--- config.mk ---
export PLATFORM = sky130hd
export DESIGN_NAME = lfsr
export DESIGN_NICKNAME = d
export VERILOG_FILES = /design/src/rtl/lfsr.sv
export SDC_FILE = /design/constraint.sdc
export NUM_CORES = 1
export LEC_CHECK = 0
export BUFFER_PORTS_ARGS = -buffer_cell sky130_fd_sc_hd__buf_2
export CORE_UTILIZATION = 49
export CTS_BUF_LIST = sky130_fd_sc_hd__clkbuf_4
export CTS_CLUSTER_SIZE = 10
export DETAILED_ROUTE_END_ITERATION = 16
export PLACE_DENSITY = 0.89
export SKIP_CTS_REPAIR_TIMING = 1
export SYNTH_ARGS = -nofsm -noshare
export SYNTH_HDL_FRONTEND = slang
export SYNTH_SLANG_ARGS = --single-unit
export TNS_END_PERCENT = 1
--- constraint.sdc ---
create_clock -name Clk -period 1.4 [get_ports Clk]
set_input_delay 0.35 -clock Clk [delete_from_list [all_inputs] [get_ports Clk]]
set_output_delay 0.35 -clock Clk [all_outputs]
set_load 0.01 [all_outputs]
--- src/rtl/lfsr.sv ---
// Fibonacci LFSR keystream source (Grain-80 recurrence), parallel-loadable from a seed.
// Shifts right one step per enabled clock; the feedback bit enters the MSB.
module lfsr #(
    parameter int               WIDTH = 80,
    parameter logic [WIDTH-1:0] TAPS  = 80'h0000_4008_0040_0080_2001
) (
    input  logic             Clk,
    input  logic             reset,
    input  logic             Par_load,
    input  logic             shift_en,
    input  logic [WIDTH-1:0] SEED,
    output logic [WIDTH-1:0] X,
    output logic             ser_out
);

    logic [WIDTH-1:0] state_q;
    logic [WIDTH-1:0] state_d;
    logic             feedback;

    // Load takes priority over shifting; with neither strobe the state holds.
    always_comb begin
        state_d  = state_q;
        feedback = ^(state_q & TAPS);
        if (Par_load) begin
            state_d = SEED;
        end else if (shift_en) begin
            state_d = {feedback, state_q[WIDTH-1:1]};
        end
    end

    always_ff @(posedge Clk or negedge reset) begin
        if (!reset) begin
            state_q <= '0;
        end else begin
            state_q <= state_d;
        end
    end

    assign X       = state_q;
    assign ser_out = state_q[0];

endmodule

== Word level (Yosys, flattened, before mapping) ==
Cells that the tools add are included.
Widths: inputs -> output; s select.
Storage, ports and cells
  register bits after elaboration: 80
  word-level logic and storage cells: 5
  output and inout port bits: 81
  input bits: 84
Cells by class
  reductions and logical operators: 2
  muxes and demuxes: 2
Operators by type and width (count)
  $mux 80: 2
  $reduce_xor 80->1: 1
  $reduce_bool 2->1: 1

== Longest topological paths before layout ==
Gate-level depths: netlist (run 1).
  depth in word-level cells: 3
  depth in mapped cells: 4

== Worst setup path before layout (run 1) ==
No wires, ideal clock.
  path type: register -> register
  start point: register state_q[62] (netlist: X[62])
  end point: register state_q[79] (netlist: X[79])
  period minus slack after synthesis: 1285 ps
  path slack: 115 ps
  arrival: 1156 ps
  required time: 1271 ps
  cell stages (with the launch flop): 5
  buffers on the path: 0
  cell sequence: dfrtp_1 xnor2_1 xnor3_1 mux2i_1 o21ai_1
On the way
  word-level cells in the longest chain between the ends: 3
Ends and longest elaborated chain
  start: declaration: RTL line 16  | logic [WIDTH-1:0] state_q;
  start signal: assignment: RTL line 35  | state_q <= state_d;
  $reduce_xor 80->1: RTL line 23  | feedback = ^(state_q & TAPS);
  $mux 80: RTL line 26  | end else if (shift_en) begin
  $mux 80: RTL line 24  | if (Par_load) begin
Every way passes these cells. The select of a mux whose other input is x is not followed.
A chain may end at the register's enable or synchronous reset.

== Final worst setup path (run 1) ==
  start point: register state_q[62] (netlist: X[62])
  end point: output port X[62]
RTL lines
  end: declaration: RTL line 12  | output logic [WIDTH-1:0] X,
No word-level cell between the ends.

==> key figures, run 1 <==
Run status
  – Status: finished with violations
  – Failing checks: negative setup slack

Timing
  – Final count of hold timing violations: 0
  – Least-Margin Pin Slew: about 300 ps
  – Slew Viols, Final: 0
  – Final WS setup: -4.498 ps
  – Slew HR: 0.7993
  – Fin Hold WS: 139.7 ps
  – Final min period: 1404 ps
  – Unrepaired setup endpoints after global routing: yes
  – Period Utilization, post-route: 1.003
  – Setup Skew: 18.79 ps
  – Final setup violation count: 1
  – Achievable frequency: between 700 and 800 MHz

Synth
  – Synth area leaders: dfrtp_1 (54%), mux2i_1 (22%), o21ai_0 (11%)
  – Yosys cell types: 11
  – Mean area per synthesized cell: 10.56 um^2
  – Seq cells post-synth: 80
  – Register area share after synthesis: 0.5400
  – Synth top area share: 0.5400
  – Post-synth net total: 435
  – Mapped Cells: 351
  – Yosys warning count: 0
  – Cell taking the most area after synthesis: dfrtp_1
  – Cell Area, Synth: 0.003707 mm^2

GRT
  – Met2 usage: 0.3811
  – Initial antenna violation count: 0
  – GR Util met1: 0.2468
  – Grt peak-use layer: met2
  – First-pass GRT wire length: 12,880 um
  – GR met3 Demand/Resource: 0.02770
  – Total congestion overflow: 0
  – Total GRT Usage: 0.2105
  – Largest net degree at the start of global routing: 54
  – Number of global-route vias before repair: 2,856

Finish
  – Area growth syn-to-layout: 32.03%
  – Layout cells sized above 1: 0.3740
  – Max reg flops: 80
  – Final Util: 0.6712
  – Diodes inserted: 0
  – Fill cells: 599
  – Final nets: between 500 and 600
  – Post-route design area: about 0.005 mm^2

Floorplan
  – I/O Pins: 165
  – Core ar.: 0.007292 mm^2
  – Chip width: 88.98 um
  – Die Area: 0.007917 mm^2
  – Die height: between 80 and 90 um
  – Row count: 31
  – Initial core utilization: 0.5084

Drt
  – First-pass iteration count of the detailed router: 4
  – Wire per inst: 13.87 um
  – Via count: 3,120
  – Final Routed Wirelength: about 8500 um
  – DR iter-0 viols: 116
  – DRC violations left: 0
  – Drt via density: ~5.1
  – Antenna Nets Post-Route: 0

Place
  – Cell Area, Placed: roughly 0.0047 mm^2
  – Port Buffers: approximately 160
  – RePlAce Congestion: ~0.81
  – Detailed Place HPWL: 6338 um
  – Dpl ws: 86.92 ps

Setup path
  – RR Endpoint: X[79]
  – Worst path required time: 1050 ps
  – R2R setup slack: 80 ps
  – Critical path's largest stage delay: around 420 ps
  – Reg-to-Reg Start: X[51]
  – Worst path slowest cell: dfrtp_1
  – R2R cell count: 4
  – Setup crit end kind: output pin
  – Crit path max fanout: 3
  – Worst EP arrival: 1050 ps
  – Critical path class: flip-flop to output pin
  – Startpoint Class: flip-flop
  – CP bufs+invs: 2
  – Worst path most repeated cell: buf_6
  – Delay-heaviest family, CP: flip-flops
  – CP cell instances: buf_6, buf_6

Min path
  – Hold Crit Class: input pin to flip-flop
  – Worst hold stages: 3
  – Worst hold start: SEED[30]
  – Hold Path Sink: X[30]

Clocking
  – Clk root buf: clkbuf_4
  – Clock Sinks: 80
  – Clk_lat worst skew: 410 ps
  – TritonCTS clock tree: built
  – # H-tree levels: 3
  – Clock buffer depth: 2
  – Clk slew on worst S/H paths: between 100 and 150 ps
  – CTS Buf Count: 9

Power
  – Leak: 2.601 nW
  – VDD IR max: 0.5693 mV
  – PwrDens: approximately 1100 mW/mm^2
  – Power after layout: 5.424 mW

Job
  – Maxcap violations: 0
[per-layer routing]
metal | up-vias | routed length, um | share of wire
li1 | 1521 | - | -
met1 | 1483 | 3573 | 0.42
met2 | 94 | 4377 | 0.51
met3 | 22 | 333 | 0.039
met4 | 0 | 244 | 0.029
met5 | - | 0 | 0
[synthesized netlist by cell type]
cell type and number:
dfrtp_1 80, mux2i_1 80, nand2_1 80, o21ai_0 79, buf_2 10, buf_4 9, clkbuf_1 8, xnor2_1 2
o21ai_1 1, xnor2_2 1, xnor3_1 1
[how the worst max path moves through the flow]
stage / startpoint / endpoint / slack, ps / cells after the start
2_1_floorplan: X[62] / X[79] / 120 / 4
3_3_place_gp: X[51] / X[79] / 130 / 4
3_5_place_dp: X[51] / X[79] / 90 / 4
4_1_cts: X[62] / X[62] / -70 / 2
5_1_grt: X[62] / X[62] / -60 / 2
6_report: X[62] / X[62] / -4 / 2
[power breakdown]
part	switching, mW	leakage [nW]	internal [mW]	total (mW)
logic	0.584	1.55	0.576	1.16
clock network	0.766	0.0800	0.736	1.50
registers	0.207	0.971	2.56	2.76
[cell usage in the layout, fill, tap and decap left out]
master,count
clkinvlp_4,2
buf_12,9
xnor3_1,1
buf_2,159
xnor2_2,1
mux2i_1,80
bufinv_16,2
dfrtp_2,2
buf_4,4
o21ai_0,79
xnor2_1,2
dfrtp_1,78
buf_6,3
dlygate4sd3_1,1
clkbuf_4,10
nand2_1,80
clkinv_1,1
clkinv_2,1
o21ai_1,1
[worst min-delay path, stage by stage]
cell and delay [ps]:
buf_2 80, nand2_1 40, o21ai_0 60
[layout make-up]
cell class / count / area (um^2) / share of cell area
Clock buffer: 10 / 75.07 / 0.01534
Multi-Input combinational cell: 244 / 1558 / 0.3183
Timing Repair Buffer: 176 / 1050 / 0.2145
Tap cell: 99 / 123.9 / 0.02531
Clock inverter: 6 / 83.83 / 0.01713
Sequential cell: 80 / 2004 / 0.4095
[per-stage QoR]
| stage | instances | TNS [ps] |
|---|---|---|
| 3_3_place_gp | 598 | 0 |
| 5_1_grt | 615 | -118.3 |
| 3_5_place_dp | 598 | 0 |
| 4_1_cts | 614 | -111.5 |
| 2_1_floorplan | 351 | 0 |
| 6_report | 615 | -4.498 |
[kinds of logic (layout without fill, tap and decap cells)]
| logic type | Yosys count | count (layout) | synth area share |
|---|---|---|---|
| DFF | 80 | 80 | 0.5400 |
| muxes | 80 | 80 | 0.2160 |
| AOI/OAI and AO/OA | 80 | 80 | 0.1080 |
| xor gates and xnor gates | 4 | 4 | 0.01519 |
| buffers and inverters | 27 | 192 | 0.03982 |
| and+or+nand+nor | 80 | 80 | 0.08100 |
Note: power is estimated with default switching activity, not from simulation.
==> run 2, diff against run 1 <==
--- a/config.mk
+++ b/config.mk
@@ -13,2 +13,3 @@
 export PLACE_DENSITY = 0.89
+export SETUP_SLACK_MARGIN = 0.05
 export SKIP_CTS_REPAIR_TIMING = 1
--- a/constraint.sdc
+++ b/constraint.sdc
@@ -3,2 +3,2 @@
 set_output_delay 0.35 -clock Clk [all_outputs]
-set_load 0.01 [all_outputs]
+set_load 0.05 [all_outputs]
==> run 2 against run 1 <==
The flow still finishes with violations (negative setup slack). Combinational power rose by 96%. Via count rose by 1.8%. Sequential cell count is the same. Hold slack barely moved. Utilization up 7.1 points. First-iteration DRC count rose by 21%. Fmax shrank 2.7%. Non-clock buffer count grew 4. Setup slack worse by 39 ps.
==> key figures, run 2 (synthesized netlist as in run 1, its figures left out) <==
Drt
  – DRC violations left: 0 (unchanged)
  – First-pass iteration count of the detailed router: 4 (unchanged)
  – Drt via density: 5.132 (was 5.073)
  – Via count: 3,177 (was 3,120)
  – DR iter-0 viols: 140 (was 116)
  – Antenna Nets Post-Route: 0 (unchanged)
  – Final Routed Wirelength: 9674 um (was 8528 um)
  – Wire per inst: 15.63 um (was 13.87 um)

Setup path
  – Worst path slowest cell: dfrtp_2 (was dfrtp_1)
  – CP cell instances: buf_4, buf_6 (was buf_6, buf_6)
  – R2R cell count: 5 (was 4)
  – Critical path's largest stage delay: 420 ps (about the same)
  – Critical path class: flip-flop to output pin (unchanged)
  – Startpoint Class: flip-flop (unchanged)
  – Worst path required time: 1050 ps (about the same)
  – Crit path max fanout: 3 (unchanged)
  – Setup crit end kind: output pin (unchanged)
  – Worst EP arrival: 1090 ps (was 1050 ps)

Place
  – RePlAce Congestion: 0.8371 (was 0.8143)
  – Detailed Place HPWL: 6434 um (was 6338 um)
  – Placed Cells: 600 (was 598)
  – Port Buffers: 164 (unchanged)

Power
  – Combinational share of power: 0.342 (was 0.214)
  – Leak: 2.755 nW (was 2.601 nW)
  – Power after layout: 6.640 mW (was 5.424 mW)
  – Seq pwr share: 0.426 (was 0.509)
  – PwrDens: 1226 mW/mm^2 (was 1108 mW/mm^2)
  – Clock power share: 0.232 (was 0.277)
  – Switching Share: 0.3707 (was 0.2870)
  – VDD IR max: 0.7820 mV (was 0.5693 mV)
  – P_int: 4.179 mW (was 3.867 mW)
  – NetSw: 2.461 mW (was 1.557 mW)

Timing
  – Period Utilization, post-route: 1.031 (was 1.003)
  – Slew HR: 0.7793 (was 0.7993)
  – Setup Skew: 19.17 ps (was 18.79 ps)
  – Final setup violation count: 2 (was 1)
  – Final WS setup: -43.43 ps (was -4.498 ps)
  – Achievable frequency: 692.8 MHz (was 712.0 MHz)
  – Final count of hold timing violations: 0 (unchanged)
  – Final min period: 1443 ps (was 1404 ps)
  – Least-Margin Pin Slew: 331.1 ps (was 301.0 ps)
  – Slew Viols, Final: 0 (unchanged)
  – Unrepaired setup endpoints after global routing: yes (unchanged)

GRT
  – Largest net degree at the start of global routing: 46 (was 54)
  – First-pass GRT wire length: 13,060 um (was 12,880 um)
  – Total GRT Usage: 0.2165 (was 0.2105)
  – Total congestion overflow: 0 (unchanged)
  – Number of global-route vias before repair: 2,843 (was 2,856)
  – Initial antenna violation count: 0 (unchanged)

Finish
  – Most frequent cells in the layout: buf_6 (81), mux2i_1 (80), nand2_1 (80), buf_2 (80), o21ai_0 (79) (was buf_2 (159), mux2i_1 (80), nand2_1 (80))
  – Final nets: 599 (was 595)
  – Commonest non-fill, non-tap cell in the layout: buf_6 (was buf_2)
  – Final Util: 0.7426 (was 0.6712)
  – Max reg flops: 80 (unchanged)
  – Layout Cells excl Fill: 619 (was 615)
  – Layout cells sized above 1: 0.3865 (was 0.3740)
  – Diodes inserted: 0 (unchanged)
  – Area growth syn-to-layout: 46.07% (was 32.03%)

Clocking
  – # H-tree levels: 3 (unchanged)
  – Clock buffer depth: 2 (unchanged)
  – Clk slew on worst S/H paths: 140 ps (was 130 ps)
  – Clk root buf: clkbuf_4 (unchanged)
  – Clk_lat worst skew: 400 ps (was 410 ps)
  – Clock Sinks: 80 (unchanged)
  – CTS Buf Count: 9 (unchanged)
  – TritonCTS clock tree: built (unchanged)

Min path
  – Worst hold stages: 3 (unchanged)
  – Hold Crit Class: input pin to flip-flop (unchanged)

Floorplan
  – Core ar.: 0.007292 mm^2 (unchanged)
  – Initial core utilization: 0.5084 (unchanged)
  – Chip width: 88.98 um (unchanged)
  – I/O Pins: 165 (unchanged)
  – Die height: 88.98 um (unchanged)
  – Die Area: 0.007917 mm^2 (unchanged)
  – Row count: 31 (unchanged)

Job
  – Maxcap violations: 0 (unchanged)

Run status
  – Failing checks: negative setup slack (unchanged)
  – Status: finished with violations (unchanged)
## run 2: cell types whose count changed in the layout (fill, tap and decap cells not counted), sizes merged
cell  delta
buf      +4
## run 2: layout make-up
cell class | count | area, um^2
Sequential cell | 80 | 2009
Fill cell | 503 | 1877
Timing Repair Buffer | 180 | 1565
Multi-Input combinational cell | 244 | 1558
Tap cell | 99 | 123.9
Clock inverter | 6 | 83.83
Clock buffer | 10 | 75.07
## run 2: layer usage
layer	GRT usage	vias to the layer above	wire (um)
met5	0	-	0
met4	0.09812	0	206
met1	0.2546	1530	3808
li1	-	1535	-
met2	0.3867	95	5244
met3	0.03970	17	415
## run 2: path summary, 6_finish.rpt
| kind | to | start | slack (ps) |
|---|---|---|---|
| worst max register to register | X[79] | X[62] | 10 |
| min in group asynchronous | X[72] | reset | 410 |
| worst max-delay path | X[62] | X[62] | -40 |
| worst min-delay path | X[25] | SEED[25] | 140 |
| max in group asynchronous | X[62] | reset | 470 |
| worst min register to register | X[34] | X[34] | 630 |
## run 2: power by group through the flow
stage          clock, mW  combinational, mW  sequential (mW)
2_1_floorplan          0              0.503             3.65
3_3_place_gp           0               1.91             2.79
3_5_place_dp           0               1.95             2.81
4_1_cts             1.57               1.95             2.76
5_1_grt             1.68               2.40             2.86
6_report            1.54               2.27             2.83
## run 2: stage by stage
step	setup WS (ps)	hold slack (ps)	setup TNS [ps]	instance area (um^2)
2_1_floorplan	-0.01510	54.41	-0.01510	3712
3_3_place_gp	139.8	273.0	0	4715
3_5_place_dp	118.9	271.9	0	4715
4_1_cts	-151.2	-194.1	-4037	4873
5_1_grt	-98.24	112.5	-847.3	5415
6_report	-43.43	139.6	-83.72	5415
## run 2: worst max-delay path, delay by kind of cell, from the launching register on
kind                   cells  cell delay [ps]
buffers and inverters      2              300
flip-flops                 1              420
==> run 3, diff against run 2 <==
Clock period 1.4 ns to 1.5 ns, I/O delays scaled along.
==> run 3 against run 2 <==
The flow finishes with violations (negative hold slack). Die area unchanged. Combinational power decreased by 16%. Setup slack gained 100 ps. Critical endpoint is now X[70]. Largest cell class unchanged. Largest power group unchanged. Highest routed layer unchanged.
==> key figures, run 3 (synthesized netlist as in run 1, its figures left out) <==
Run status
  – Failing checks: negative hold slack (was negative setup slack)
  – Status: finished with violations (unchanged)

Setup path
  – Setup crit start: X[70] (was X[62])
  – Delay-heaviest family, CP: flip-flops (unchanged)
  – CP bufs+invs: 1 (was 2)
  – Critical path class: flip-flop to output pin (unchanged)
  – Crit path max fanout: 3 (unchanged)
  – Reg-to-Reg Start: X[62] (unchanged)
  – Worst EP arrival: 1070 ps (was 1090 ps)
  – Critical path's largest stage delay: 400 ps (was 420 ps)
  – CP cell instances: buf_2 (was buf_4, buf_6)
  – Worst path slowest cell: dfrtp_1 (was dfrtp_2)
  – Worst path required time: 1120 ps (was 1050 ps)
  – Setup crit end kind: output pin (unchanged)
  – Startpoint Class: flip-flop (unchanged)

Timing
  – Final min period: 1442 ps
  – Least-Margin Pin Slew: 419.4 ps (was 331.1 ps)
  – Final setup violation count: 0 (was 2)
  – Period Utilization, post-route: 0.9612
  – Setup TNS Final: 0 ps (was -83.72 ps)
  – Unrepaired setup endpoints after global routing: yes (unchanged)
  – Achievable frequency: 693.6 MHz
  – Setup Skew: 13.38 ps (was 19.17 ps)
  – Final count of hold timing violations: 2 (was 0)
  – Slew HR: 0.7204 (was 0.7793)
  – Fin Hold WS: -15.26 ps (was 139.6 ps)
  – Slew Viols, Final: 0 (unchanged)

GRT
  – First-pass GRT wire length: 12,910 um (was 13,060 um)
  – Total GRT Usage: 0.2119 (was 0.2165)
  – Number of global-route vias before repair: 2,797 (was 2,843)
  – Initial antenna violation count: 0 (unchanged)
  – Largest net degree at the start of global routing: 105 (was 46)
  – Total congestion overflow: 0 (unchanged)

Drt
  – Wire per inst: 14.49 um (was 15.63 um)
  – DR iter-0 viols: 146 (was 140)
  – Final Routed Wirelength: 8855 um (was 9674 um)
  – Drt via density: 5.098 (was 5.132)
  – Antenna Nets Post-Route: 0 (unchanged)
  – First-pass iteration count of the detailed router: 4 (unchanged)
  – DRC violations left: 0 (unchanged)
  – Via count: 3,115 (was 3,177)

Floorplan
  – Initial core utilization: 0.5084 (unchanged)
  – Chip width: 88.98 um (unchanged)
  – Row count: 31 (unchanged)
  – I/O Pins: 165 (unchanged)
  – Die Area: 0.007917 mm^2 (unchanged)
  – Die height: 88.98 um (unchanged)
  – Core ar.: 0.007292 mm^2 (unchanged)

Place
  – RePlAce Congestion: 0.7737 (was 0.8371)
  – Cell Area, Placed: 0.004637 mm^2 (was 0.004715 mm^2)
  – Port Buffers: 164 (unchanged)
  – Placed Cells: 593 (was 600)
  – Detailed Place HPWL: 6068 um (was 6434 um)

Clocking
  – Clock buffer depth: 2 (unchanged)
  – Clock Sinks: 80 (unchanged)
  – Clk slew on worst S/H paths: 140 ps (about the same)
  – CTS Buf Count: 9 (unchanged)
  – Clk root buf: clkbuf_4 (unchanged)
  – TritonCTS clock tree: built (unchanged)
  – # H-tree levels: 3 (unchanged)
  – Clk_lat worst skew: 390 ps (was 400 ps)

Finish
  – Final nets: 591 (was 599)
  – Area growth syn-to-layout: 35.54% (was 46.07%)
  – Fill cells: 578 (was 503)
  – Diodes inserted: 0 (unchanged)
  – Post-route design area: 0.005025 mm^2 (was 0.005415 mm^2)
  – Layout Cells excl Fill: 611 (was 619)
  – Max reg flops: 80 (unchanged)
  – Most frequent cells in the layout: buf_2 (88), mux2i_1 (80), nand2_1 (80) (was buf_6 (81), mux2i_1 (80), nand2_1 (80), buf_2 (80), o21ai_0 (79))
  – Commonest non-fill, non-tap cell in the layout: buf_2 (was buf_6)
  – Layout cells sized above 1: 0.3770 (was 0.3865)

Power
  – PwrDens: 1210 mW/mm^2 (was 1226 mW/mm^2)
  – VDD IR max: 0.6132 mV (was 0.7820 mV)
  – Leak: 2.612 nW (was 2.755 nW)
  – Power after layout: 6.078 mW (was 6.640 mW)

Job
  – Maxcap violations: 0 (unchanged)

Min path
  – Hold Crit Class: input pin to asynchronous set/reset pin (was input pin to flip-flop)
run 3: final timing paths:
kind / slack (ps) / depth (start not counted) / to
max: 60 / 1 / X[70]
min: -20 / 2 / X[77]
max reg2reg: 160 / 4 / X[79]
min reg2reg: 620 / 2 / X[63]
max in group asynchronous: 1160 / 2 / X[62]
min in group Clk: 170 / 3 / X[63]
run 3: area by class of cell:
class / count / area, um^2 / share of cell area
Sequential cell: 80 / 2007 / 0.3994
Clock inverter: 6 / 107.6 / 0.02141
Timing Repair Buffer: 172 / 1154 / 0.2296
Multi-Input combinational cell: 244 / 1558 / 0.3100
Clock buffer: 10 / 75.07 / 0.01494
Tap cell: 99 / 123.9 / 0.02465
run 3: routing by layer:
| metal | wire, um | global-route usage | up-vias | share of wire |
|---|---|---|---|---|
| met5 | 0 | 0 | - | 0 |
| met4 | 200 | 0.08658 | 0 | 0.023 |
| met2 | 4737 | 0.3811 | 89 | 0.53 |
| met1 | 3605 | 0.2554 | 1491 | 0.41 |
| met3 | 312 | 0.03232 | 17 | 0.035 |
| li1 | - | - | 1518 | - |
run 3: report_power, final:
part | switching, mW | total [mW] | leakage, nW | internal, mW
Combinational | 1.27 | 1.90 | 1.55 | 0.626
Clock | 0.730 | 1.59 | 0.0964 | 0.858
Sequential | 0.206 | 2.59 | 0.969 | 2.39
run 3: through the flow:
step                      setup WS, ps  utilization
final                            58.24       0.6891
after global routing             6.287       0.6891
after CTS                       -24.50       0.6609
after global placement           184.1       0.6359
after floorplan                  99.98            -
after detailed placement         177.9       0.6359
